### src/rtl/training_sequencer.sv
// training_sequencer
//
// Buffers up to DEPTH labelled training samples (an N-lane input vector plus a
// target value) and replays them EPOCHS times into a downstream neuron_learn
// block. Each sample is presented for SETTLE cycles with learn=0 and then
// held for one learn cycle. neuron_valid stays high from the first present
// cycle to the last learn cycle so the neuron never sees a valid gap
// mid-training.
//
// zero2one_t values (fractions in [0,1]) are carried as unsigned DataW-bit
// codes.
//
// Ports:
//   _trigger            clock; all state changes on its rising edge
//   _reset              synchronous, active-high reset
//   sample_valid        write request
//   sample_ready        buffer accepts a write this cycle (from registers only)
//   sample_in           N-lane sample vector
//   sample_expected     sample target
//   clear               empty the buffer (honoured in idle only)
//   start               begin training (honoured in idle only)
//   busy                high while presenting or learning
//   done                one-cycle pulse at the end of training
//   count               number of stored samples
//   epoch               current pass, 0-based
//   index               current sample slot
//   neuron_in           to neuron_learn.in
//   neuron_expected_out to neuron_learn.expected_out
//   neuron_valid        to neuron_learn.valid
//   neuron_learn        to neuron_learn.learn
module training_sequencer #(
  parameter int unsigned N      = 16,
  parameter int unsigned DEPTH  = 8,
  parameter int unsigned SETTLE = 2,
  parameter int unsigned EPOCHS = 4,
  parameter int unsigned DataW  = 8,
  localparam int unsigned CntW  = $clog2(DEPTH + 1),
  localparam int unsigned EpW   = $clog2(EPOCHS + 1),
  localparam int unsigned IdxW  = $clog2(DEPTH),
  localparam int unsigned StlW  = $clog2(SETTLE + 1)
) (
  input  logic                       _trigger,
  input  logic                       _reset,
  input  logic                       sample_valid,
  output logic                       sample_ready,
  input  logic [N-1:0][DataW-1:0]    sample_in,
  input  logic [DataW-1:0]           sample_expected,
  input  logic                       clear,
  input  logic                       start,
  output logic                       busy,
  output logic                       done,
  output logic [CntW-1:0]            count,
  output logic [EpW-1:0]             epoch,
  output logic [IdxW-1:0]            index,
  output logic [N-1:0][DataW-1:0]    neuron_in,
  output logic [DataW-1:0]           neuron_expected_out,
  output logic                       neuron_valid,
  output logic                       neuron_learn
);

  typedef enum logic [1:0] {
    StIdle,
    StPresent,
    StLearn,
    StDone
  } state_e;

  // Sample buffer; contents are don't-care after reset, so no reset is applied.
  logic [N-1:0][DataW-1:0] mem_in_q  [DEPTH];
  logic [DataW-1:0]        mem_exp_q [DEPTH];

  state_e                  state_q, state_d;
  logic [CntW-1:0]         count_q, count_d;
  logic [EpW-1:0]          epoch_q, epoch_d;
  logic [IdxW-1:0]         index_q, index_d;
  logic [StlW-1:0]         settle_q, settle_d;
  logic [N-1:0][DataW-1:0] nin_q, nin_d;
  logic [DataW-1:0]        nexp_q, nexp_d;
  logic                    busy_q, busy_d;
  logic                    done_q, done_d;
  logic                    valid_q, valid_d;
  logic                    learn_q, learn_d;

  logic                    wr_en;
  logic                    more_samples;
  logic                    more_epochs;
  logic                    settle_last;
  logic                    load;
  logic [IdxW-1:0]         idx_inc;
  logic [IdxW-1:0]         rd_slot;
  logic                    rd_bypass;
  logic [N-1:0][DataW-1:0] rd_in;
  logic [DataW-1:0]        rd_exp;

  assign sample_ready = (state_q == StIdle) && (32'(count_q) < DEPTH);

  // clear beats a same-cycle write: the sample is discarded.
  assign wr_en = sample_valid && sample_ready && !clear;

  assign idx_inc      = index_q + IdxW'(1);
  assign more_samples = (CntW'(index_q) + CntW'(1)) < count_q;
  assign more_epochs  = (32'(epoch_q) + 32'd1) < EPOCHS;
  assign settle_last  = (32'(settle_q) + 32'd1) == SETTLE;

  // Slot that the next present phase loads from. Only a learn cycle with
  // samples left advances it; idle-start and epoch wrap both read slot 0.
  assign rd_slot = (state_q == StLearn && more_samples) ? idx_inc : '0;

  // A sample written in the same cycle as start may be the one loaded first
  // (empty buffer plus write), so forward it past the buffer.
  assign rd_bypass = wr_en && (count_q[IdxW-1:0] == rd_slot);
  assign rd_in     = rd_bypass ? sample_in       : mem_in_q[rd_slot];
  assign rd_exp    = rd_bypass ? sample_expected : mem_exp_q[rd_slot];

  always_comb begin
    state_d  = state_q;
    count_d  = count_q;
    epoch_d  = epoch_q;
    index_d  = index_q;
    settle_d = settle_q;
    load     = 1'b0;

    unique case (state_q)
      StIdle: begin
        if (clear) begin
          count_d = '0;
        end else if (wr_en) begin
          count_d = count_q + CntW'(1);
        end
        // Decision uses the post-clear/post-write count.
        if (start) begin
          if (count_d == '0) begin
            state_d = StDone;
          end else begin
            state_d  = StPresent;
            epoch_d  = '0;
            index_d  = '0;
            settle_d = '0;
            load     = 1'b1;
          end
        end
      end
      StPresent: begin
        if (settle_last) begin
          state_d  = StLearn;
          settle_d = '0;
        end else begin
          settle_d = settle_q + StlW'(1);
        end
      end
      StLearn: begin
        if (more_samples) begin
          state_d = StPresent;
          index_d = idx_inc;
          load    = 1'b1;
        end else if (more_epochs) begin
          state_d = StPresent;
          epoch_d = epoch_q + EpW'(1);
          index_d = '0;
          load    = 1'b1;
        end else begin
          state_d = StDone;
        end
      end
      StDone: begin
        state_d = StIdle;
      end
      default: begin
        state_d = StIdle;
      end
    endcase

    // Neuron data changes only on entry to a present phase.
    nin_d  = load ? rd_in  : nin_q;
    nexp_d = load ? rd_exp : nexp_q;

    // Outputs are registered copies decoded from the next state.
    busy_d  = (state_d == StPresent) || (state_d == StLearn);
    valid_d = busy_d;
    learn_d = (state_d == StLearn);
    done_d  = (state_d == StDone);
  end

  always_ff @(posedge _trigger) begin
    if (_reset) begin
      state_q  <= StIdle;
      count_q  <= '0;
      epoch_q  <= '0;
      index_q  <= '0;
      settle_q <= '0;
      nin_q    <= '0;
      nexp_q   <= '0;
      busy_q   <= 1'b0;
      done_q   <= 1'b0;
      valid_q  <= 1'b0;
      learn_q  <= 1'b0;
    end else begin
      state_q  <= state_d;
      count_q  <= count_d;
      epoch_q  <= epoch_d;
      index_q  <= index_d;
      settle_q <= settle_d;
      nin_q    <= nin_d;
      nexp_q   <= nexp_d;
      busy_q   <= busy_d;
      done_q   <= done_d;
      valid_q  <= valid_d;
      learn_q  <= learn_d;
    end
  end

  always_ff @(posedge _trigger) begin
    if (wr_en) begin
      mem_in_q[count_q[IdxW-1:0]]  <= sample_in;
      mem_exp_q[count_q[IdxW-1:0]] <= sample_expected;
    end
  end

  assign busy                = busy_q;
  assign done                = done_q;
  assign count               = count_q;
  assign epoch               = epoch_q;
  assign index               = index_q;
  assign neuron_in           = nin_q;
  assign neuron_expected_out = nexp_q;
  assign neuron_valid        = valid_q;
  assign neuron_learn        = learn_q;

`ifndef SYNTHESIS
  a_count_bound : assert property (@(posedge _trigger) disable iff (_reset)
    32'(count_q) <= DEPTH);
  a_learn_valid : assert property (@(posedge _trigger) disable iff (_reset)
    learn_q |-> valid_q);
  a_busy_valid : assert property (@(posedge _trigger) disable iff (_reset)
    busy_q == valid_q);
  a_done_idle : assert property (@(posedge _trigger) disable iff (_reset)
    done_q |-> !busy_q);
`endif

endmodule

### config.mk
export PLATFORM = sky130hd
export DESIGN_NAME = training_sequencer
export DESIGN_NICKNAME = d
export VERILOG_FILES = /design/src/rtl/training_sequencer.sv
export SDC_FILE = /design/constraint.sdc
export NUM_CORES = 1
export LEC_CHECK = 0
export CORE_ASPECT_RATIO = 1.2
export CORE_MARGIN = 2
export CORE_UTILIZATION = 50
export DETAILED_ROUTE_END_ITERATION = 8
export GPL_TIMING_DRIVEN = 1
export PLACE_DENSITY = 0.77
export SKIP_CTS_REPAIR_TIMING = 1
export SLEW_MARGIN = 20
export SYNTH_ARGS = -nofsm -noshare
export SYNTH_HDL_FRONTEND = slang
export SYNTH_SLANG_ARGS = --single-unit
### constraint.sdc
create_clock -name _trigger -period 16.6 [get_ports _trigger]
set_clock_uncertainty 0.2 [all_clocks]
set_input_delay 3.32 -clock _trigger [delete_from_list [all_inputs] [get_ports _trigger]]
set_output_delay 3.32 -clock _trigger [all_outputs]
set_load 0.1 [all_outputs]
## Yosys cells after proc, flatten, opt, wreduce, memory -nomap -nowiden

Memory sizes are Yosys's and may differ from the RTL's. A register that Yosys moved wholly into a read port is not among the register bits.
Cells that the tools add are included.
Widths: inputs -> output; s select.

| storage, ports and cells | value |
|---|---|
| bits in registers | 17 |
| bits in writable memories | 1088 |
| input port bits | 141 |
| output and inout bits | 151 |
| word-level logic and storage cells | 74 |
| memories kept | 2 |

| operators by class | value |
|---|---|
| add/sub/neg operators | 7 |
| $lt $le $gt $ge | 3 |
| equal/unequal tests | 12 |
| mux-type cells | 29 |
| reductions and logical operators | 13 |

Memories:

| memory | words | bits a word | rd ports | clocked after Yosys merged registers in | write ports | line | source |
|---|---|---|---|---|---|---|---|
| mem_in_q | 8 | 128 | 1 | 1 | 1 | 69 | `logic [N-1:0][DataW-1:0] mem_in_q [DEPTH];` |
| mem_exp_q | 8 | 8 | 1 | 1 | 1 | 70 | `logic [DataW-1:0] mem_exp_q [DEPTH];` |

Operators with widths:

| operator | number |
|---|---|
| $mux 3 | 7 |
| $mux 2 | 8 |
| $mux 4 | 3 |
| $pmux 3 s2 | 2 |
| $add 3x1->4 const B | 2 |
| $eq 2x2->1 const B | 4 |
| $ne 2x2->1 const B | 4 |
| $pmux 2 s4 | 1 |
| $add 3x1->3 const B | 2 |
| $mux 1 | 6 |
| $reduce_and 5->1 | 1 |
| $add 4x1->4 const B | 1 |
| $eq 2x1->1 const B | 2 |
| $logic_and 1x1->1 | 4 |
| $logic_not 4->1 | 1 |
| $lt 4x3->1 const B | 1 |
| $lt 4x4->1 | 1 |
| $lt 4x4->1 const B | 1 |
| $pmux 2 s2 | 1 |
| $reduce_and 4->1 | 1 |
| $reduce_bool 2->1 | 2 |
| $add 2x1->3 const B | 1 |
| $eq 3x2->1 const B | 1 |
| $ne 3x3->1 const B | 1 |
| 6 further kinds | 6 |

## Longest topological paths before layout

| logic depth | value |
|---|---|
| depth after elaboration | 13 |
| depth in mapped cells | 14 |
| gate-level depth less buffers | 11 |

## Worst setup path before layout

No wires, ideal clock.

| path | value |
|---|---|
| kind | input to register |
| start point | in clear |
| end point | mem mem_exp_q[1][0] (enable) |
| library setup time | 797 ps |
| arrival time | 13074 ps |
| data required time | 15603 ps |
| setup slack | 2529 ps |
| stages on the path | 4 |
| path buffers | 0 |
| cells stage by stage | nor3_1 > and2_1 > nand2_1 > nor3_1 |

| between the ends | value |
|---|---|
| word-level cells in the longest chain between the ends | 4 |

Ends and longest elaborated chain:

| item | line | source |
|---|---|---|
| start: declaration | 48 | `input logic clear,` |
| $logic_not 1->1 | 98 | `assign wr_en = sample_valid && sample_ready && !clear;` |
| $logic_and 1x1->1 | 98 |  |
| $mux 1 | 213 | `if (wr_en) begin` |
| $mux 1 (not written as such) | 215 | `mem_exp_q[count_q[IdxW-1:0]] <= sample_expected;` |
| end: declaration | 70 |  |

No other way between the ends.

## Worst setup path in the final report

| path | value |
|---|---|
| start point | in sample_valid |
| end point | reg nin_q, in the netlist neuron_in[15] (read register of mem_in_q) |

| between the ends | value |
|---|---|
| word-level cells in the longest chain between the ends | 9 |

Ends and longest elaborated chain:

| item | line | source |
|---|---|---|
| start: declaration | 44 | `input logic sample_valid,` |
| $logic_and 1x1->1 (2 in series) | 98 |  |
| $mux 4 | 127 | `end else if (wr_en) begin` |
| $mux 4 | 125 | `if (clear) begin` |
| $mux 4 | 123 | `unique case (state_q)` |
| $logic_not 4->1 | 132 | `if (count_d == '0) begin` |
| $mux 1 | 132 |  |
| $mux 1 | 131 | `if (start) begin` |
| $pmux 1 s2 | 123 |  |
| end: declaration | 77 | `logic [N-1:0][DataW-1:0] nin_q, nin_d;` |

No other way between the ends. The select of a mux whose other input is x is not followed.
A chain may end at the register's enable or synchronous reset.

==> impl_metrics.yaml <==
timing:
  timing.final.crit_share_pct: 40.0
  drv_slew: 0
  tns_ns: 0
  slew_headroom_pct: 7.79
  holdWs_ns: 0.250
  rsz0062_at_grt: "false"
  worst_pin_slew_ns: 1.38
  period_needed_ns: 6.64
  setup_viol: 0
  clock.fmax_mhz: 151
  hold_viol: 0
synthesis:
  synth_edf_count: 1088
  synthCells: 3426
  ys.warnings.count: 0
  synth_cell_types: 50
  avgSynthCellArea_um2: 13.7
  yosysTopAreaCell: "edfxtp_1"
  mappedNetlistArea_um2: 47000
  ys_seq_area_share_pct: 76.0
  ys.flop_type: "edfxtp_1"
  synth_top_area_share_pct: 69.5
  ys_seq_elements: 1241
  synth_nets: 3575
  synth_commonest_cells: "edfxtp_1, nand2_1, a21oi_1, clkbuf_1"
  async_flop_share_pct: 0
  yosysMostFrequentCell: "edfxtp_1"
  synthTopCellsByArea: "edfxtp_1, nand2_1, dfxtp_1"
clock_tree:
  cts_tree: "built"
  clkTransAtPathRegs_ns: 0.07
  clock_latency_ns: 0.70
  clockBufferDepth: 3
  numCtsBuffers: 112
  cts_num_sinks: 1241
  htreeDepth: 3
  root_buffer: "clkbuf_16"
die:
  core-area_um2: 93400
  die-area_um2: 96500
  die-width_um: 284
  rows: 123
  dieHeight_um: 340
  initial_core_util_pct: 50.3
  boundaryPins: 292
grt:
  gr-total-overflow: 0
  grt_usage_pct: 24.9
  grt_pass1_wl_um: 185000
  grt_pass1_vias: 30500
  antenna_found_initial: 19
  grt_max_degree: 173
cells_and_area:
  fin_util_pct: 58.6
  nNetsFinal: 3783
  stdcell_count: 4997
  drive_gt1_share_pct: 6.11
  areaGrowthSynthToFinish_pct: 16.5
place:
  finalWeightedCongestion: 0.789
  numPortBuffers: 291
  dp_hpwl_um: 58800
  placedCellCount: 4770
min_path:
  worstHoldStart: "neuron_in[68]$_SDFFE_PP0P_"
  hp-class: "reg2reg"
critical_path:
  path_delay_family: "buffers and inverters"
  worstPathRequired_ns: 16.94
  worstPathMaxFanout: 136
  critPathLaunch: "sample_valid"
  cpMaxStageDelayCell: "buf_4"
  crit_buf_inv: 4
  r2r-start: "index[0]$_SDFFE_PP0P_"
  crit_arrival_ns: 6.98
  endpoint_kind: "register"
  cp-start-kind: "input pin"
  critPathKind: "in2reg"
  max_stage_delay_ns: 0.86
  path_cells: "clkdlybuf4s50_1 -> nor3b_1 -> nand4_1 -> buf_12 -> inv_8 -> buf_4 -> a221o_1 -> nor4_1 -> o41ai_1"
job:
  drv_cap: 0
route:
  drtIter0Drc: 3224
  firstDrtPassIters: 6
  avgRoutedWirePerCell_um: 24.4
  ant_nets: 0
  drcViolationCount: 0
  wl_um: 122000
  via_per_inst: 6.06
  via_count: 30300
power:
  power_density_nw_per_um2: 120
  p_leak_nw: 18.5
  irDropWorstVdd_v: 0.0000874
run_status:
  status: "complete, no violations"
## metal layers
metal / vias to the layer above / wire length, um / GRT usage, %
li1: 13300 / - / -
met1: 15100 / 46500 / 31.8
met2: 1604 / 61200 / 42.9
met3: 218 / 10600 / 3.66
met4: 10 / 3820 / 10.1
met5: - / 66 / 0
## metrics by stage
step | area (um2) | power (mW) | setup WS, ns
finish | 54800 | 6.56 | 9.96
detailed placement | 51100 | 4.06 | 9.35
CTS | 54700 | 6.59 | 10.03
global placement | 51000 | 4.05 | 9.47
global route | 54800 | 6.73 | 9.82
floorplan | 47000 | 3.87 | 2.53
## flip-flops by register name (all words and copies together), names as in the netlist
| signal | cells |
|---|---|
| neuron_expected_out | 8 |
| mem_exp_q | 64 |
| neuron_in | 128 |
| neuron_learn | 1 |
| done | 1 |
| epoch | 3 |
| mem_in_q | 1024 |
| count | 4 |
| settle_q | 2 |
| index | 3 |
| neuron_valid | 1 |
| state_q | 2 |
## worst register-to-register path, delay by kind of cell (launching register included)
family	cells	cell delay (ns)
DFF	1	0.38
and+or+nand+nor	1	0.13
xor gates and xnor gates	1	0.31
muxes	1	0.32
adders and majority gates	2	0.57
AOI/OAI and AO/OA	4	0.93
buffers and inverters	5	3.10
## cell families after synthesis
family / count (synthesis) / share of synthesized area, %
flops: 1241 / 76.0
simple gates: 1180 / 10.3
compound gates: 694 / 10.2
buf+inv: 251 / 2.12
mux: 51 / 1.09
fa+ha+maj: 8 / 0.213
xor+xnor: 1 / 0.0186
## cells in the final DEF (no fill, tap or decap), drive strengths merged, types with 2 or more instances in the layout
cell type,n
inv,16
o41ai,135
a22oi,2
clkdlybuf4s50,290
nor4,120
a211oi,2
bufinv,8
diode,16
clkinv,43
and2,7
a2111oi,17
edfxtp,1088
nor3b,4
nand3,6
nor2,153
mux2i,51
and3,2
ha,8
clkbuf,154
o21ai,3
nand4,4
o211ai,2
a221oi,3
a21oi,372
a221o,119
dfxtp,153
o22ai,16
o2bb2ai,17
nand2,860
nand3b,2
nand2b,5
buf,44
nor3,2
nor2b,10
## where the power goes
part	total, mW	switching [mW]	leakage (nW)	internal [mW]
Combinational	0.517	0.390	5.61	0.127
Sequential	3.48	0.0334	11.1	3.44
Clock	2.57	1.13	1.81	1.44
Total	6.56	1.55	18.5	5.01
## final timing paths
kind | end | slack (ns) | cells after the start
min | neuron_in[68]$_SDFFE_PP0P_ | 0.25 | 2
min reg2reg | neuron_in[68]$_SDFFE_PP0P_ | 0.25 | 2
max | neuron_in[15]$_SDFFE_PP0P_ | 9.96 | 9
max reg2reg | neuron_in[1]$_SDFFE_PP0P_ | 10.54 | 14
## cell type report
type                    instances  area [um2]
inverters                      11        48.8
clock buffers                 154        3110
clock inverters                57         557
fillers                      7087       38600
multi-input cells            1934       10400
repair buffers                334        3360
diodes                         16        40.0
flip-flops and latches       1241       35700
well taps                    1250        1560
Power figures use the tool's default switching activity.
